### src/rtl/rv32_mem_stage.sv
// RV32I memory-access stage.
// Non-memory instructions pass straight to write-back after one register stage.
// Loads and stores run a single request/acknowledge transaction on the
// data-memory bus. The stage steers store bytes onto the correct lanes,
// formats load data, and flags misaligned half/word accesses.
module rv32_mem_stage (
  input  logic        clk,
  input  logic        reset,
  input  logic [31:0] pc_in,
  input  logic [31:0] iw_in,
  input  logic [31:0] alu_in,
  input  logic [4:0]  wb_reg_in,
  input  logic        wb_enable_in,
  input  logic        mem_re_in,
  input  logic        mem_we_in,
  input  logic [31:0] mem_wr_data_in,
  output logic        dmem_req,
  output logic        dmem_we,
  output logic [31:0] dmem_addr,
  output logic [3:0]  dmem_be,
  output logic [31:0] dmem_wdata,
  input  logic        dmem_ack,
  input  logic [31:0] dmem_rdata,
  output logic        mem_stall,
  output logic [31:0] pc_out,
  output logic [31:0] iw_out,
  output logic [31:0] wb_data_out,
  output logic [4:0]  wb_reg_out,
  output logic        wb_enable_out,
  output logic        wb_from_mem_out,
  output logic        misalign_err,
  output logic        df_mem_enable,
  output logic [4:0]  df_mem_reg,
  output logic [31:0] df_mem_data
);

  typedef enum logic {IDLE, ACCESS} state_t;

  state_t      state;
  logic [2:0]  funct3;
  logic [1:0]  off;
  logic        access;
  logic        is_store;
  logic        misaligned;
  logic [2:0]  mem_f3;
  logic [1:0]  mem_off;
  logic        mem_re;

  assign funct3   = iw_in[14:12];
  assign off      = alu_in[1:0];
  assign access   = mem_re_in | mem_we_in;
  assign is_store = mem_we_in & ~mem_re_in;

  // Byte enables for a store; funct3 values beyond byte/half act as a word.
  function automatic logic [3:0] store_be(input logic [2:0] f3, input logic [1:0] o);
    case (f3[1:0])
      2'b00:   store_be = 4'b0001 << o;
      2'b01:   store_be = 4'b0011 << {o[1], 1'b0};
      default: store_be = 4'b1111;
    endcase
  endfunction

  // Replicate the store source across every lane it might land in.
  function automatic logic [31:0] store_data(input logic [2:0] f3, input logic [31:0] d);
    case (f3[1:0])
      2'b00:   store_data = {4{d[7:0]}};
      2'b01:   store_data = {2{d[15:0]}};
      default: store_data = d;
    endcase
  endfunction

  // Pick the addressed byte/half out of the read word and extend it.
  function automatic logic [31:0] format_load(input logic [31:0] rd, input logic [2:0] f3,
                                              input logic [1:0] o);
    logic [7:0]  b;
    logic [15:0] h;
    b = rd[{o, 3'b000} +: 8];
    h = rd[{o[1], 4'b0000} +: 16];
    case (f3)
      3'b000:  format_load = {{24{b[7]}}, b};
      3'b001:  format_load = {{16{h[15]}}, h};
      3'b100:  format_load = {24'd0, b};
      3'b101:  format_load = {16'd0, h};
      default: format_load = rd;
    endcase
  endfunction

  // Alignment check: halves need bit 0 clear, words (and undefined widths) both bits.
  always_comb begin
    misaligned = 1'b0;
    case (funct3[1:0])
      2'b00:   misaligned = 1'b0;
      2'b01:   misaligned = alu_in[0];
      default: misaligned = (alu_in[1:0] != 2'b00);
    endcase
  end

  // Freeze upstream while a transaction is being launched or is still waiting for ack.
  always_comb begin
    mem_stall = 1'b0;
    if (state == IDLE)
      mem_stall = access & ~misaligned;
    else
      mem_stall = ~dmem_ack;
  end

  // Forwarding taps straight from the execute-side inputs; loads cannot forward yet.
  assign df_mem_enable = wb_enable_in & ~mem_re_in;
  assign df_mem_reg    = wb_reg_in;
  assign df_mem_data   = alu_in;

  // Stage FSM: owns the bus registers and every write-back output.
  always_ff @(posedge clk) begin
    if (reset) begin
      state           <= IDLE;
      dmem_req        <= 1'b0;
      dmem_we         <= 1'b0;
      dmem_addr       <= 32'd0;
      dmem_be         <= 4'd0;
      dmem_wdata      <= 32'd0;
      mem_f3          <= 3'd0;
      mem_off         <= 2'd0;
      mem_re          <= 1'b0;
      pc_out          <= 32'd0;
      iw_out          <= 32'd0;
      wb_data_out     <= 32'd0;
      wb_reg_out      <= 5'd0;
      wb_enable_out   <= 1'b0;
      wb_from_mem_out <= 1'b0;
      misalign_err    <= 1'b0;
    end else begin
      case (state)
        IDLE: begin
          misalign_err <= 1'b0;
          dmem_req     <= 1'b0;
          if (!access) begin
            pc_out          <= pc_in;
            iw_out          <= iw_in;
            wb_reg_out      <= wb_reg_in;
            wb_enable_out   <= wb_enable_in;
            wb_data_out     <= alu_in;
            wb_from_mem_out <= 1'b0;
          end else if (misaligned) begin
            // Drop the access entirely and send a bubble with an error pulse.
            wb_enable_out   <= 1'b0;
            wb_from_mem_out <= 1'b0;
            misalign_err    <= 1'b1;
          end else begin
            dmem_req        <= 1'b1;
            dmem_we         <= is_store;
            dmem_addr       <= {alu_in[31:2], 2'b00};
            dmem_be         <= is_store ? store_be(funct3, off) : 4'b1111;
            dmem_wdata      <= store_data(funct3, mem_wr_data_in);
            mem_f3          <= funct3;
            mem_off         <= off;
            mem_re          <= mem_re_in;
            wb_enable_out   <= 1'b0;
            wb_from_mem_out <= 1'b0;
            state           <= ACCESS;
          end
        end
        ACCESS: begin
          if (dmem_ack) begin
            // Execute holds its outputs during the stall, so *_in still describe this access.
            dmem_req        <= 1'b0;
            pc_out          <= pc_in;
            iw_out          <= iw_in;
            wb_reg_out      <= wb_reg_in;
            wb_enable_out   <= wb_enable_in;
            wb_data_out     <= mem_re ? format_load(dmem_rdata, mem_f3, mem_off) : alu_in;
            wb_from_mem_out <= mem_re;
            state           <= IDLE;
          end
        end
        default: state <= IDLE;
      endcase
    end
  end

endmodule

### config.mk
export PLATFORM = sky130hd
export DESIGN_NAME = rv32_mem_stage
export DESIGN_NICKNAME = d
export VERILOG_FILES = /design/src/rtl/rv32_mem_stage.sv
export SDC_FILE = /design/constraint.sdc
export NUM_CORES = 1
export LEC_CHECK = 0
export ABC_AREA = 1
export CAP_MARGIN = 10
export CORE_AREA = 2 2 150 152
export DETAILED_ROUTE_END_ITERATION = 6
export DIE_AREA = 0 0 152 154
export PLACE_DENSITY = 0.73
export SLEW_MARGIN = 20
export SYNTH_ARGS = -nofsm -noshare
export SYNTH_HDL_FRONTEND = slang
export SYNTH_SLANG_ARGS = --single-unit
### constraint.sdc
create_clock -name clk -period 2.1 [get_ports clk]
set_input_delay 0.42 -clock clk [delete_from_list [all_inputs] [get_ports clk]]
set_output_delay 0.42 -clock clk [all_outputs]
set_load 0.05 [all_outputs]
==> summary.txt, run 1 <==
status: finished, final reports clean
Power per Cell Area: 844 nW/um^2
clk slew on worst S/H paths: 0.08 ns
VDD IR max: 0.000518 V
Seq cells post-synth: 179
instance area at placement: 12200 sq um
RSZ-0062 raised after global routing: false
Avg WL per Cell: 16.4 um
final instance area: 12800 sq um
Max stage delay cell, worst path: clkdlybuf4s50_1
Vias: 8520
critical path cell sequence: clkdlybuf4s50_1
first drt pass iteration count: 5
Worst Hold Class: register to register
synth top area cells: dfxtp_1 (46%), nor2_1 (11%), o21ai_0 (10%), nand2_1 (7.8%), a21oi_1 (7.6%)
root buf cell: clkbuf_16
library cells used by synthesis: 28
Seq/Total Area, Yosys: 45.6%
total I/O pin count: 384
CP Buf/Inv Count: 1
die area: 23400 sq um
final hold violations: 0
clk_lat worst skew: 0.43 ns
TritonCTS sink count: 179
ant diodes: 0
final net count: 1603
layout cell share with drive strength beyond 1: 10.9%
Routability Congestion: 0.916
Post-synth EDFFs: 0
# setup viols final: 0
CP peak stage delay: 0.83 ns
minimum clock period: 2.04 ns
Core Box Area: 21700 sq um
Synth warnings: 0
Synth Instances: 1103
filler instances: 1944
Internal Power: 6700 uW
total track usage: 23.5%
Setup CP Type: register to output pin
Hold Crit Depth: 2
vias in the first global route: 8184
clock group share of total power: 28.6%
IO Port Bufs: 381
initial DRC count: 575
CTS tree: done
CTS buffer count: 17
end of the worst register-to-register path: wb_data_out[26]$_SDFFE_PP0P_
Slew HR: 39.4%
Worst Path Required: 1.68 ns
Die X: 152 um
first-pass GRT wire length: 44200 um
Period Utilization, post-route: 97.2%
drt drc: 0
Initial Util: 36.2%
Sw Ratio: 37.8%
Worst Tran Pin Value: 0.906 ns
CP Depth: 1
flop-to-flop setup slack: 0.25 ns
most numerous cell in the Yosys netlist: nor2_1
initial antenna violation count: 0
worst-path fanout max: 2
worst path arrival time: 1.62 ns
fin cells: 1724
H-Tree Depth: 4
cell taking the most area after synthesis: dfxtp_1
sw power: 4070 uW
Worst Reg-to-Reg Cells: 7
Gate power share: 35.0%
syn_area_per_cell: 7.12 sq um
grt ovf: 0
post-CTS setup repair buffer count: 0
post-route ant nets: 0
asr flop ratio synth: 0%
cell family with most CP delay: buffers and inverters
Main synth FF type: dfxtp_1
worst setup margin: 0.0588 ns
Max Clk Rate: 490 MHz
largest net degree at the start of global routing: 61
Sequential Area: 3580 sq um
Hold Startpoint: dmem_wdata[30]$_SDFFE_PP0P_
r2r startpoint: mem_off[1]$_SDFFE_PP0P_
synthesized area: 7860 sq um
Longest Clk Path Bufs: 2
CP endpoint kind: output pin
Area Growth Syn to Fin: 62.4%
y dimension of the die: 154 um
Routed Wire Length: 28300 um
Yosys top cell area share: 45.6%
P_leak: 0.00531 uW
Worst Hold Endpoint: dmem_wdata[30]$_SDFFE_PP0P_
Max Cap Violations: 0
multi-input logic area: 3470 sq um
post-DP HPWL: 21300 um
Final Slew Violations: 0
sequential power share: 36.4%
Via density: 4.94
Placed Cells: 1693
hold_ws: 0.464 ns
CP Launch Type: register
FP Rows: 54
post-placement setup slack: -0.172 ns
Fin Clk Skew: 0.00825 ns
top cells by count, synth: nor2_1 (238), dfxtp_1 (179), nand2_1 (164)
## timing repair
action,CTS,global route
setup endpoints to repair,1,2
resized for setup,2,6
hold buffers,0,0
## worst max-delay path by stage
stage | startpoint | endpoint
after global routing | iw_out[15]$_SDFFE_PP0P_ | iw_out[15]
after detailed placement | iw_in[13] | dmem_wdata[11]$_SDFFE_PP0P_
after global placement | iw_in[13] | dmem_wdata[29]$_SDFFE_PP0P_
after CTS | alu_in[1] | mem_stall
final | iw_out[6]$_SDFFE_PP0P_ | iw_out[6]
after floorplan | alu_in[1] | mem_stall
## sequential cells by signal, summed over array words and instances, names as in the netlist
name,flops
dmem_wdata,32
mem_re,1
pc_out,32
mem_off,2
wb_enable_out,1
iw_out,32
state,1
misalign_err,1
mem_f3,3
dmem_req,1
wb_data_out,32
dmem_we,1
dmem_be,4
dmem_addr,30
wb_reg_out,5
wb_from_mem_out,1
## cells in the final DEF, fill, tap and decap left out
cell type        count
o211ai_1             7
buf_12              47
nand2_2              1
inv_8                3
a31oi_1              1
inv_6                4
clkinv_4             4
dlygate4sd2_1        2
clkbuf_16           17
inv_2                3
dlymetal6s2s_1       3
clkdlybuf4s50_1    332
nor3_1               2
nand3_1             26
o21ai_0            162
nor2_1             236
nand2_1            164
clkinv_2             2
nand2_4              1
o21a_1               1
o2111ai_1            8
nor2_4               5
conb_1               2
clkinv_1             1
dfxtp_1            179
and2_1               1
o21ai_1              3
nor2_8               1
clkinv_8             2
inv_1               37
nor2_2               2
a21oi_1            120
or2_2               24
buf_4               41
## power groups by stage
stage          Clock (uW)  Sequential (uW)  Combinational (uW)
4_1_cts              3160             3920                3790
3_3_place_gp            0             3980                3750
6_report             3080             3920                3770
2_1_floorplan           0             5140                1110
5_1_grt              3300             3960                3990
3_5_place_dp            0             3990                3770
## through the flow
step | util (%) | setup TNS (ns) | power (uW)
5_1_grt | 58.8 | 0 | 11300
6_report | 58.8 | 0 | 10800
3_3_place_gp | 56.2 | -0.522 | 7730
3_5_place_dp | 56.2 | -1.90 | 7770
4_1_cts | 58.8 | 0 | 10900
2_1_floorplan | - | 0 | 6250
## per-layer routing
layer / vias to the layer above / share of wire [%] / track usage [%]
met5: - / 0 / 0
met4: 0 / 2.8 / 8.86
met3: 53 / 8.0 / 7.07
met2: 372 / 49 / 39.6
met1: 3889 / 40 / 28.3
li1: 4206 / - / -
## cell families (layout without fill, tap and decap cells)
kind of cell | Yosys count | after routing | share of synthesized area (%)
AO/OA/AOI/OAI | 302 | 302 | 19.9
other | 1 | 2 | 0.0477
buffers and inverters | 158 | 498 | 10.4
flip-flops | 179 | 179 | 45.6
AND/OR/NAND/NOR | 463 | 463 | 24.1
## area by class of cell
class / instances / share of cell area, %
timing repair buffer: 425 / 36.3
sequential: 179 / 28.1
multi-input combinational: 767 / 27.2
clock buffer: 17 / 3.33
tap: 280 / 2.75
inverter: 42 / 1.25
clock inverter: 14 / 1.11
Note: power is estimated with default switching activity, not from simulation.
==> inputs of run 2 (changes only) <==
Settings changed: SKIP_CTS_REPAIR_TIMING set to 1.
==> run 2 against run 1 <==
  * Clock skew hardly changed
  * Fmax about the same
  * Worst hold slack is essentially flat
  * Via count is 0.22% higher
==> summary.txt, run 2 (synthesis results as in run 1) <==
status: finished, final reports clean
root buf cell: clkbuf_16
Area Growth Syn to Fin: 62.5% (about the same)
Max stage delay cell, worst path: clkdlybuf4s50_1
Period Utilization, post-route: 97.3% (about the same)
clk slew on worst S/H paths: 0.08 ns (about the same)
Setup TNS Final: 0 ns (unchanged)
vias in the first global route: 8188 (+0.049%)
P_leak: 0.00533 uW (+0.29%)
commonest non-fill, non-tap cell in the layout: clkdlybuf4s50_1
flop-to-flop setup slack: 0.26 ns (about the same)
CTS buffer count: 17 (unchanged)
drt drc: 0 (unchanged)
Fin Clk Skew: 0.00852 ns (+0.000277 ns)
TritonCTS sink count: 179 (unchanged)
worst-path fanout max: 2 (unchanged)
Max Cap Violations: 0 (unchanged)
Worst Tran Pin Value: 0.916 ns (+0.00966 ns)
cell family with most CP delay: buffers and inverters
largest net degree at the start of global routing: 61 (unchanged)
fin cells: 1724 (unchanged)
CP peak stage delay: 0.83 ns (about the same)
# setup viols final: 0 (unchanged)
grt ovf: 0 (unchanged)
Final Slew Violations: 0 (unchanged)
Worst Hold Class: register to register
Avg WL per Cell: 16.4 um (+0.20%)
ant diodes: 0 (unchanged)
Hold Startpoint: dmem_wdata[30]$_SDFFE_PP0P_
Placed Cells: 1693 (unchanged)
Hold Crit Depth: 2 (unchanged)
clk_lat worst skew: 0.42 ns (about the same)
end of the worst register-to-register path: wb_data_out[26]$_SDFFE_PP0P_
total track usage: 23.5% (about the same)
Routability Congestion: 0.916 (unchanged)
Core Box Area: 21700 sq um (unchanged)
CP endpoint kind: output pin
hold_ws: 0.463 ns (-0.000306 ns)
critical path cell sequence: clkdlybuf4s50_1
Vias: 8539 (+0.22%)
layout cell share with drive strength beyond 1: 10.9% (unchanged)
H-Tree Depth: 4 (unchanged)
die area: 23400 sq um (unchanged)
worst path arrival time: 1.62 ns (about the same)
Initial Util: 36.2% (unchanged)
Slew HR: 38.7% (-0.65 points)
y dimension of the die: 154 um (unchanged)
initial DRC count: 521 (-9.4%)
Power per Cell Area: 844 nW/um^2 (about the same)
IO Port Bufs: 381 (unchanged)
post-route ant nets: 0 (unchanged)
Worst Reg-to-Reg Cells: 7 (unchanged)
Via density: 4.95 (+0.22%)
Routed Wire Length: 28300 um (+0.20%)
total I/O pin count: 384 (unchanged)
CP Buf/Inv Count: 1 (unchanged)
RSZ-0062 raised after global routing: false
minimum clock period: 2.04 ns (+0.00177 ns)
Longest Clk Path Bufs: 2 (unchanged)
Worst Hold Endpoint: dmem_wdata[30]$_SDFFE_PP0P_
Max Clk Rate: 489 MHz (about the same)
Die X: 152 um (unchanged)
Worst Path Required: 1.68 ns (about the same)
most frequent cells in the layout: clkdlybuf4s50_1 (332), nor2_1 (236), dfxtp_1 (179), nand2_1 (164), o21ai_0 (162)
first drt pass iteration count: 5 (unchanged)
CP Launch Type: register
final hold violations: 0 (unchanged)
r2r startpoint: mem_off[1]$_SDFFE_PP0P_
CTS tree: done
final net count: 1603 (unchanged)
initial antenna violation count: 0 (unchanged)
FP Rows: 54 (unchanged)
post-DP HPWL: 21300 um (unchanged)
first-pass GRT wire length: 44200 um (about the same)
Setup CP Type: register to output pin
VDD IR max: 0.000517 V (-0.19%)
filler instances: 1943 (-0.051%)
[run 2: changes by cell type in the layout (fill, tap and decap cells not counted)]
cell	change
dlygate4sd2_1	-2
dlymetal6s2s_1	+2
[run 2: power breakdown]
part	leakage, uW	switching, uW	internal, uW	total, uW
clock	0.000280	1510	1570	3080
sequential	0.00148	180	3740	3920
combinational	0.00357	2390	1380	3780
total	0.00533	4080	6700	10800
[run 2: layout make-up]
cell class | count | area [sq um] | area share [%]
clock inverter | 14 | 141 | 1.11
sequential | 179 | 3580 | 28.1
tap | 280 | 350 | 2.74
clock buffer | 17 | 425 | 3.33
inverter | 42 | 159 | 1.24
timing repair buffer | 425 | 4630 | 36.3
multi-input combinational | 767 | 3470 | 27.2
[run 2: how the worst max path moves through the flow]
stage,start,endpoint,slack [ns],cells past startpoint
after floorplan,alu_in[1],mem_stall,0.12,7
after global placement,iw_in[13],dmem_wdata[29]$_SDFFE_PP0P_,-0.05,6
after detailed placement,iw_in[13],dmem_wdata[11]$_SDFFE_PP0P_,-0.17,6
after CTS,iw_in[13],mem_stall,-0.09,8
after global routing,iw_out[15]$_SDFFE_PP0P_,iw_out[15],0.009,1
final,iw_out[6]$_SDFFE_PP0P_,iw_out[6],0.06,1
[run 2: per-layer routing]
layer	part of all wire (%)	global-route usage (%)	wire (um)	vias up
li1	-	-	-	4203
met1	40	28.3	11400	3896
met3	8.0	7.07	2260	51
met2	49	39.6	13900	389
met4	2.8	8.86	782	0
met5	0	0	0	-
[run 2: metrics by stage]
stage / setup WS [ns] / utilization (%) / total power (uW) / instance area [sq um]
floorplan: 0.116 / - / 6250 / 7860
global placement: -0.0513 / 56.2 / 7730 / 12200
detailed placement: -0.172 / 56.2 / 7770 / 12200
CTS: -0.0894 / 58.8 / 10900 / 12700
global route: 0.00946 / 58.9 / 11300 / 12800
finish: 0.0570 / 58.9 / 10800 / 12800
[run 2: worst reg2reg max path: cells and delay by family (launching register included)]
kind / cells / cell delay, ns
simple gates: 5 / 1.04
flops: 1 / 0.33
buf+inv: 1 / 0.29
compound gates: 1 / 0.08
